File: config.mk
export PLATFORM = sky130hd
export DESIGN_NAME = fetch_pc_unit
export DESIGN_NICKNAME = d
export VERILOG_FILES = /design/src/rtl/cpu_defs.sv /design/src/rtl/npc_calc.sv /design/src/rtl/fetch_pc_unit.sv
export SDC_FILE = /design/constraint.sdc
export NUM_CORES = 1
export LEC_CHECK = 0
export BUFFER_PORTS_ARGS = -buffer_cell sky130_fd_sc_hd__buf_4
export CAP_MARGIN = 20
export CORE_MARGIN = 2
export CORE_UTILIZATION = 37
export CTS_CLUSTER_SIZE = 40
export DETAILED_ROUTE_END_ITERATION = 10
export PLACE_DENSITY_LB_ADDON = 0.15
export SLEW_MARGIN = 0
export SYNTH_ARGS = -nofsm -noshare
export SYNTH_HDL_FRONTEND = slang
export SYNTH_SLANG_ARGS = --single-unit
File: constraint.sdc
create_clock -name clk -period 7.37 [get_ports clk]
set_input_delay 1.1055 -clock clk [delete_from_list [all_inputs] [get_ports clk]]
set_output_delay 1.1055 -clock clk [all_outputs]
set_load 0.05 [all_outputs]
File: src/rtl/cpu_defs.sv
// ---------------------------------------------------------------------------
// cpu_defs
//   Shared definitions for the F-stage program counter logic.
//   - Default reset PC and instruction-memory window.
//   - Next-PC source select encodings (SEQ / BR / J / JR).
//   - Fetch FSM state encodings (RUN / HOLD).
// ---------------------------------------------------------------------------
package cpu_defs;

    localparam logic [31:0] RESET_PC_DEF       = 32'h0000_3000;
    localparam logic [31:0] IM_BASE_DEF        = 32'h0000_3000;
    localparam int unsigned IM_DEPTH_WORDS_DEF = 4096;

    typedef enum logic [1:0] {
        NPC_SEQ = 2'd0,
        NPC_BR  = 2'd1,
        NPC_J   = 2'd2,
        NPC_JR  = 2'd3
    } npc_sel_e;

    typedef enum logic {
        ST_RUN  = 1'b0,
        ST_HOLD = 1'b1
    } fetch_state_e;

endpackage

File: src/rtl/npc_calc.sv
// ---------------------------------------------------------------------------
// npc_calc
//   Combinational next-PC selection for the fetch stage.
//   Ports:
//     f_pc_i         current fetch PC (sequential successor is f_pc_i+4)
//     d_pc_i         PC of the instruction in D (base for branch / jump)
//     imm16_i        signed word offset of a D-stage branch
//     instr_index_i  26-bit j/jal index
//     jr_target_i    forwarded rs value for jr/jalr
//     jump_reg_i, jump_i, if_branch_i   redirect requests from D
//     next_pc_o      selected next PC (redirect target or f_pc_i+4)
//     redirect_o     any redirect request is active
//     npc_sel_o      which source was selected
// ---------------------------------------------------------------------------
module npc_calc
    import cpu_defs::*;
(
    input  logic [31:0] f_pc_i,
    input  logic [31:0] d_pc_i,
    input  logic [15:0] imm16_i,
    input  logic [25:0] instr_index_i,
    input  logic [31:0] jr_target_i,
    input  logic        jump_reg_i,
    input  logic        jump_i,
    input  logic        if_branch_i,
    output logic [31:0] next_pc_o,
    output logic        redirect_o,
    output npc_sel_e    npc_sel_o
);

    logic [31:0] d_pc_plus4;
    logic [31:0] br_offset;

    assign d_pc_plus4 = d_pc_i + 32'd4;
    assign br_offset  = {{14{imm16_i[15]}}, imm16_i, 2'b00};
    assign redirect_o = jump_reg_i | jump_i | if_branch_i;

    // Requests are expected one-hot; the priority chain makes the
    // outcome well defined if several are raised together.
    always_comb begin
        npc_sel_o = NPC_SEQ;
        if (jump_reg_i) begin
            npc_sel_o = NPC_JR;
        end else if (jump_i) begin
            npc_sel_o = NPC_J;
        end else if (if_branch_i) begin
            npc_sel_o = NPC_BR;
        end
    end

    always_comb begin
        next_pc_o = f_pc_i + 32'd4;
        case (npc_sel_o)
            NPC_JR:  next_pc_o = jr_target_i;
            NPC_J:   next_pc_o = {d_pc_plus4[31:28], instr_index_i, 2'b00};
            NPC_BR:  next_pc_o = d_pc_plus4 + br_offset;
            default: next_pc_o = f_pc_i + 32'd4;
        endcase
    end

endmodule

File: src/rtl/fetch_pc_unit.sv
// ---------------------------------------------------------------------------
// fetch_pc_unit
//   F-stage program counter of the 5-stage MIPS pipeline.
//   Holds the fetch PC, advances it (seq / branch / j / jr), freezes it on
//   hazard stalls and buffers one redirect that arrives while stalled.
//   Redirects never squash: the instruction at f_pc is the delay slot.
//   Ports:
//     clk, reset          clock, synchronous active-high reset
//     stall               hazard unit freeze request
//     if_branch           D-stage branch taken
//     d_pc, imm16         branch base PC and signed word offset
//     jump, instr_index   D-stage j/jal and its index
//     jump_reg, jr_target D-stage jr/jalr and forwarded rs
//     f_pc                current fetch PC (IM address)
//     f_adel              f_pc misaligned or outside the IM window
//     redir_pend          a buffered redirect is waiting (FSM in HOLD)
//     fetch_count         PC advances since reset (wraps)
// ---------------------------------------------------------------------------
module fetch_pc_unit
    import cpu_defs::*;
#(
    parameter logic [31:0] RESET_PC       = RESET_PC_DEF,
    parameter logic [31:0] IM_BASE        = IM_BASE_DEF,
    parameter int unsigned IM_DEPTH_WORDS = IM_DEPTH_WORDS_DEF
) (
    input  logic        clk,
    input  logic        reset,
    input  logic        stall,
    input  logic        if_branch,
    input  logic [31:0] d_pc,
    input  logic [15:0] imm16,
    input  logic        jump,
    input  logic [25:0] instr_index,
    input  logic        jump_reg,
    input  logic [31:0] jr_target,
    output logic [31:0] f_pc,
    output logic        f_adel,
    output logic        redir_pend,
    output logic [31:0] fetch_count
);

    // 33-bit limit so a window ending at 2^32 still compares correctly.
    localparam logic [32:0] IM_LIMIT = {1'b0, IM_BASE} + (33'(IM_DEPTH_WORDS) * 33'd4);

    fetch_state_e state_q, state_d;
    logic [31:0]  pc_q, pc_d;
    logic [31:0]  pend_q, pend_d;
    logic [31:0]  cnt_q, cnt_d;

    logic [31:0]  next_pc;
    logic         redirect;
    npc_sel_e     npc_sel;

    npc_calc u_npc_calc (
        .f_pc_i        (pc_q),
        .d_pc_i        (d_pc),
        .imm16_i       (imm16),
        .instr_index_i (instr_index),
        .jr_target_i   (jr_target),
        .jump_reg_i    (jump_reg),
        .jump_i        (jump),
        .if_branch_i   (if_branch),
        .next_pc_o     (next_pc),
        .redirect_o    (redirect),
        .npc_sel_o     (npc_sel)
    );

    always_ff @(posedge clk) begin
        if (reset) begin
            state_q <= ST_RUN;
            pc_q    <= RESET_PC;
            pend_q  <= 32'd0;
            cnt_q   <= 32'd0;
        end else begin
            state_q <= state_d;
            pc_q    <= pc_d;
            pend_q  <= pend_d;
            cnt_q   <= cnt_d;
        end
    end

    always_comb begin
        state_d = state_q;
        pc_d    = pc_q;
        pend_d  = pend_q;
        cnt_d   = cnt_q;
        case (state_q)
            ST_RUN: begin
                if (!stall) begin
                    pc_d  = next_pc;
                    cnt_d = cnt_q + 32'd1;
                end else if (redirect) begin
                    // Capture the target now; D will have moved on by
                    // the time the stall releases.
                    pend_d  = next_pc;
                    state_d = ST_HOLD;
                end
            end
            ST_HOLD: begin
                // The first captured target wins over anything D presents
                // later, including on the release cycle.
                if (!stall) begin
                    pc_d    = pend_q;
                    cnt_d   = cnt_q + 32'd1;
                    state_d = ST_RUN;
                end
            end
            default: state_d = ST_RUN;
        endcase
    end

    assign f_pc        = pc_q;
    assign fetch_count = cnt_q;
    assign redir_pend  = (state_q == ST_HOLD);
    assign f_adel      = (pc_q[1:0] != 2'b00)
                       || ({1'b0, pc_q} < {1'b0, IM_BASE})
                       || ({1'b0, pc_q} >= IM_LIMIT);

    // Select encoding is only observed for debug; keep it referenced.
    logic npc_sel_unused;
    assign npc_sel_unused = ^npc_sel;

endmodule

Yosys cells after proc, flatten, opt, wreduce, memory -nomap -nowiden

Cells that the tools add are included.

$add $sub $neg: 4
Magnitude comparators: 2
Equal/unequal tests: 5
Muxes and demuxes: 12
Bitwise operators: 3
Reductions and logical operators: 5

Operators with widths:

| operator                | number |
|---|---|
| $mux W32                | 3 |
| $pmux W32 S3            | 1 |
| $add A32 B3 Y32 const B | 2 |
| $pmux W32 S2            | 1 |
| $add A32 B1 Y32 const B | 1 |
| $add A32 B32 Y32        | 1 |
| $ge A32 B15 Y1 const B  | 1 |
| $lt A32 B14 Y1 const B  | 1 |
| $eq A2 B2 Y1 const B    | 2 |
| $mux W1                 | 4 |
| $mux W2                 | 2 |
| $ne A2 B2 Y1 const B    | 2 |
| $reduce_and A3 Y1       | 1 |
| $eq A2 B1 Y1 const B    | 1 |
| $logic_or A1 B1 Y1      | 2 |
| $or A1 B1 Y1            | 2 |
| $pmux W1 S2             | 1 |
| $reduce_and A2 Y1       | 1 |
| $reduce_bool A2 Y1      | 1 |
| $not A1 Y1              | 1 |

Bits in registers: 97
Input port bits: 112
Output and inout bits: 66

Longest topological paths before layout

Word-level depth: 7
Mapped depth: 18
Mapped depth without buffers: 17

Modules after synthesis

From an unflattened synthesis, not the netlist that was laid out.

Cell total of the unflattened synthesis: 1005
Area total of the unflattened synthesis: 7541.0 sq um

By module, submodules not included:

| module        | times used | cells each | area an instance (sq um) | seq. area each (sq um) |
|---|---|---|---|---|
| fetch_pc_unit | 1          | 509        | 4181.5                   | 1941.9 |
| npc_calc      | 1          | 496        | 3359.5                   | 0.0 |

Worst setup path after synthesis

No wires, ideal clock.

Kind: input to register
Start: in d_pc[2]
End: reg pc_q[27] (netlist: f_pc[27])
Arrival: 4.157 ns
Path slack: 3.101 ns
Stages: 16
Cell sequence: ha_1 -> nand3_1 -> or3_1 -> nor2_1 -> nand2_1 -> xnor2_1 -> ha_1 -> a21oi_1 -> nand2_1 -> a2111o_1 -> and3_1 -> nor2_2 -> o31ai_4 -> xor2_1 -> a21boi_1 -> a2111oi_1

Cells in the longest elaborated chain, start to end: 5

Ends and longest elaborated chain:

| element              | RTL line            | text |
|---|---|---|
| from (decl)          | fetch_pc_unit.sv:30 | `input logic [31:0] d_pc,` |
| $add A32 B3 Y32      | npc_calc.sv:34      | `assign d_pc_plus4 = d_pc_i + 32'd4;` |
| $add A32 B32 Y32     | npc_calc.sv:56      | `NPC_BR: next_pc_o = d_pc_plus4 + br_offset;` |
| $pmux W32 S3         | npc_calc.sv:53      | `case (npc_sel_o)` |
| $mux W32             | fetch_pc_unit.sv:89 | `if (!stall) begin` |
| $pmux W32 S2         | fetch_pc_unit.sv:87 | `case (state_q)` |
| to (signal assigned) | fetch_pc_unit.sv:76 | `pc_q <= pc_d;` |
| to (decl)            | fetch_pc_unit.sv:46 | `logic [31:0] pc_q, pc_d;` |

No other way between the ends. The select of a mux whose other input is x is not followed.
A chain may end at the register's enable or synchronous reset.

Worst setup path in the final report

Start: in d_pc[2]
End: reg pc_q[26] (netlist: f_pc[26])

The elaborated chain is that of the path after synthesis.

==> results by group <==
Run status
  • Outcome: finished clean

Layout
  • Footprint of the multi-input gates: 5010 um2
  • Share of post-route cells with drive strength above 1: 19.8%
  • Register area: 1940 um2
  • Antenna fix cells: 0
  • Post-route cell area: 9110 um2
  • Area delta synth->final: 24.8%
  • Number of fill cells: 2038
  • Final nets: around 1.3k

GRT
  • Remaining global-route overflow: 0
  • Global router's overall resource usage: 22.4%
  • Vias in the first global route: 7030
  • Wire length of the first global-routing pass: 37.0 mm
  • Number of antenna violations at the first check in global routing: 0
  • Maximum number of pins on one net before global-route repair: 61

Drt
  • Routed wire length on met3: 1.25 mm
  • Number of vias in the routed layout: 7506
  • Routed via count divided by cell count: roughly 5.4
  • Post-Route WL: around 24 mm
  • DR WL met2: approximately 11 mm
  • Number of search-and-repair iterations in the first detailed-routing pass: 5
  • Drt drc: 0
  • WL met1: 10.8 mm
  • DRC marker count from the first detailed-route iteration: 411
  • Antenna Violating Nets Remaining: 0
  • Highest routing layer actually used: met4
  • DR WL/cell: 17.2 um

STA
  • Final max-slew violation count: 0
  • Final worst path period share: approximately three fifths
  • RSZ-0062 raised after global routing: no
  • Number of endpoints with negative hold slack in the final report: 0
  • Achievable Freq: between 200 and 250 MHz
  • Clock period minus final worst setup slack: 4.56 ns
  • Setup skew after layout: 0.00766 ns
  • Final setup TNS: 0 ns
  • Slew headroom: 39.9%
  • Number of failing setup endpoints in the final timing report: 0
  • Actual transition at the worst max-transition pin: 0.899 ns

CTS
  • Clock tree from TritonCTS: built
  • CTS buffer count: 9
  • CTS root buffer: clkbuf_16
  • Clock sinks: 97
  • Skew-Pair Late Insertion Delay: 0.35 ns
  • Setup fix buffers added after clock tree synthesis: 0
  • Maximum number of buffers from clock root to sink: 2
  • Number of cells upsized or downsized after cts: 0
  • CTS Hold Buffers Added: 0
  • Clock H-tree levels: 3
  • Reg clk slew, reported paths: 0.07 ns

Worst setup path
  • Max stage delay cell, worst path: or3_1
  • Critical path peak fanout: 4
  • Largest stage delay on the critical path: 0.46 ns
  • Worst Path Class, Setup: input pin to register
  • Crit path DAT: 4.76 ns
  • Crit path max-delay family: simple AND/OR/NAND/NOR gates
  • CP required: 7.57 ns
  • Slack of the worst reg-to-reg path: between 4 and 5 ns
  • Type of origin of the critical path: input pin
  • Cell depth of the worst flop-to-flop path: 9
  • Kind of end point of the critical path: register
  • Cell-by-cell trace of the critical path: buf_4 > ha_1 > nand3_1 > or3_1 > nor2_1 > nand2_1 > xnor2_1 > ha_1 > and3_2 > a221oi_1 > o31a_1 > o21ai_0 > or3_1 > o2111ai_1 > o21ai_0 > nor4b_1
  • Reg2reg start: f_pc[4]
  • Reg-to-Reg End: f_pc[27]
  • Buffering stage count on the worst path with inverters included: 1

Power and ir drop
  • Worst VDD drop: roughly 110 uV
  • Leakage power total: 3.84 nW
  • Power per cell area: about 170 nW/um2

Floorplan
  • Die Span Y: 145 um
  • Area inside the core boundary: about 19000 um2
  • Die outline width: about 140 um
  • I/O Pins: 178
  • Floorplan die area: 20900 um2
  • Effective utilization at floorplan: 37.7%
  • Total number of placement rows: between 50 and 60

Min path
  • Hold endpoint: pend_q[12]
  • Min-delay src: pend_q[12]
  • Type of the tightest min-delay check: register to register
  • WHS Path Cells: 2

Logic synthesis
  • Primary FF master, synth: dfxtp_1
  • Net count of the mapped netlist: 1113
  • Share of the synthesized area in the top cell type: 26.6%
  • Fraction of registers with async set or reset after synthesis: 0%
  • Count of yosys warnings during synthesis: 0
  • Number of distinct library cell variants in the gate-level netlist after synthesis: 75
  • Flop and latch count out of synthesis: 97
  • Proportion of synthesized chip area in sequential cells: 26.6%
  • Biggest area consumer among synthesized cells: dfxtp_1
  • Cells taking the most area after synthesis: dfxtp_1, xnor2_1, ha_1
  • Syn Inst Count: 963
  • Synthesized area: 7300 um2
  • Number of flops mapped to enable cells by yosys: 0
  • Avg Inst Size Synth: 7.59 um2

Placed design
  • Dpl cell area: 8770 um2
  • GP Congestion: 0.888
  • IO buf count: around 180
  • HPWL after detailed placement: 17.8 mm

Job
  • Reported max-cap violation count: 0
-- power breakdown --
group          total (W)  internal [W]  switching, W
sequential      0.000586      0.000553     0.0000331
combinational   0.000463      0.000184      0.000279
clock           0.000541      0.000332      0.000208
total            0.00159       0.00107      0.000520
-- through the flow --
stage          hold slack (ns)  total power [W]  util (%)  cells  setup slack [ns]
6_report                 0.457          0.00159      47.0   1379              2.81
5_1_grt                  0.467          0.00167      47.0   1379              2.58
3_3_place_gp             0.442          0.00106      45.2   1363              2.54
2_1_floorplan            0.430         0.000899         -    963              3.10
3_5_place_dp             0.447          0.00106      45.2   1363              2.52
4_1_cts                  0.456          0.00160      47.0   1379              2.88
-- routing by layer --
layer	vias up	track usage (%)
li1	3770	-
met3	19	3.54
met1	3514	30.0
met5	-	0
met2	203	38.2
met4	0	4.50
-- synth_stat cells, types with 5 or more instances --
cell type / n
and3_1: 23
or3_1: 9
mux2i_1: 6
a31oi_1: 7
a21o_1: 15
xnor2_1: 57
nand2b_1: 5
o221ai_1: 6
dfxtp_1: 97
o21ai_0: 41
a21oi_1: 91
nand3_1: 40
nor2_1: 123
a211oi_1: 20
ha_1: 37
a221oi_1: 14
xor2_1: 48
nor4_1: 9
inv_1: 29
o211a_1: 5
o22ai_1: 14
nor3_1: 21
clkbuf_1: 39
nor2b_1: 6
and4_1: 6
nand2_1: 91
clkbuf_8: 6
nand4_1: 24
-- sequential cells by signal (all words and copies together), names as in the netlist --
| register | flops |
|---|---|
| redir_pend | 1 |
| fetch_count | 32 |
| f_pc | 32 |
| pend_q | 32 |
-- cells by family (layout without fill, tap and decap cells) --
kind of cell               after synthesis  in the layout  synth area share [%]
xor gates and xnor gates               106            106                  12.8
muxes                                    6              6                 0.822
AOI/OAI and AO/OA                      259            259                  23.2
buffers and inverters                   78            229                  4.90
DFF                                     97             97                  26.6
adders and majority gates               38             38                  6.61
and+or+nand+nor                        379            379                  25.1
-- worst max path at each step --
stage / startpoint / end / slack (ns) / cells after the start
6_report: d_pc[2] / f_pc[26] / 2.81 / 16
5_1_grt: d_pc[2] / f_pc[26] / 2.58 / 15
4_1_cts: d_pc[2] / f_pc[31] / 2.88 / 17
3_5_place_dp: d_pc[2] / f_pc[31] / 2.52 / 17
3_3_place_gp: d_pc[2] / f_pc[31] / 2.54 / 17
2_1_floorplan: d_pc[2] / f_pc[27] / 3.10 / 16
-- cell type report --
type / count / area share, %
clock inverters: 7 / 1.29
well taps: 265 / 3.64
clock buffers: 9 / 2.47
repair buffers: 183 / 15.1
inverters: 30 / 1.24
multi-input cells: 788 / 55.0
flip-flops and latches: 97 / 21.3
-- cells in the final DEF, fill, tap and decap left out, types with 14 or more instances in the layout --
master / instances
a211oi_1: 20
a21o_1: 15
a21oi_1: 91
a221oi_1: 14
and3_1: 23
buf_4: 183
dfxtp_1: 97
ha_1: 37
inv_1: 29
nand2_1: 91
nand3_1: 40
nand4_1: 24
nor2_1: 122
nor3_1: 20
o21ai_0: 41
o22ai_1: 14
xnor2_1: 57
xor2_1: 48
-- worst register-to-register path: stages, from the launching register on --
cell	delay [ns]
dfxtp_1	0.44
and3_1	0.21
and2_2	0.20
nand4_4	0.16
nor3_4	0.44
nand3_1	0.17
xnor2_1	0.23
a222oi_1	0.12
a21boi_1	0.21
a2111oi_1	0.37
Note: power is estimated with default switching activity, not from simulation.
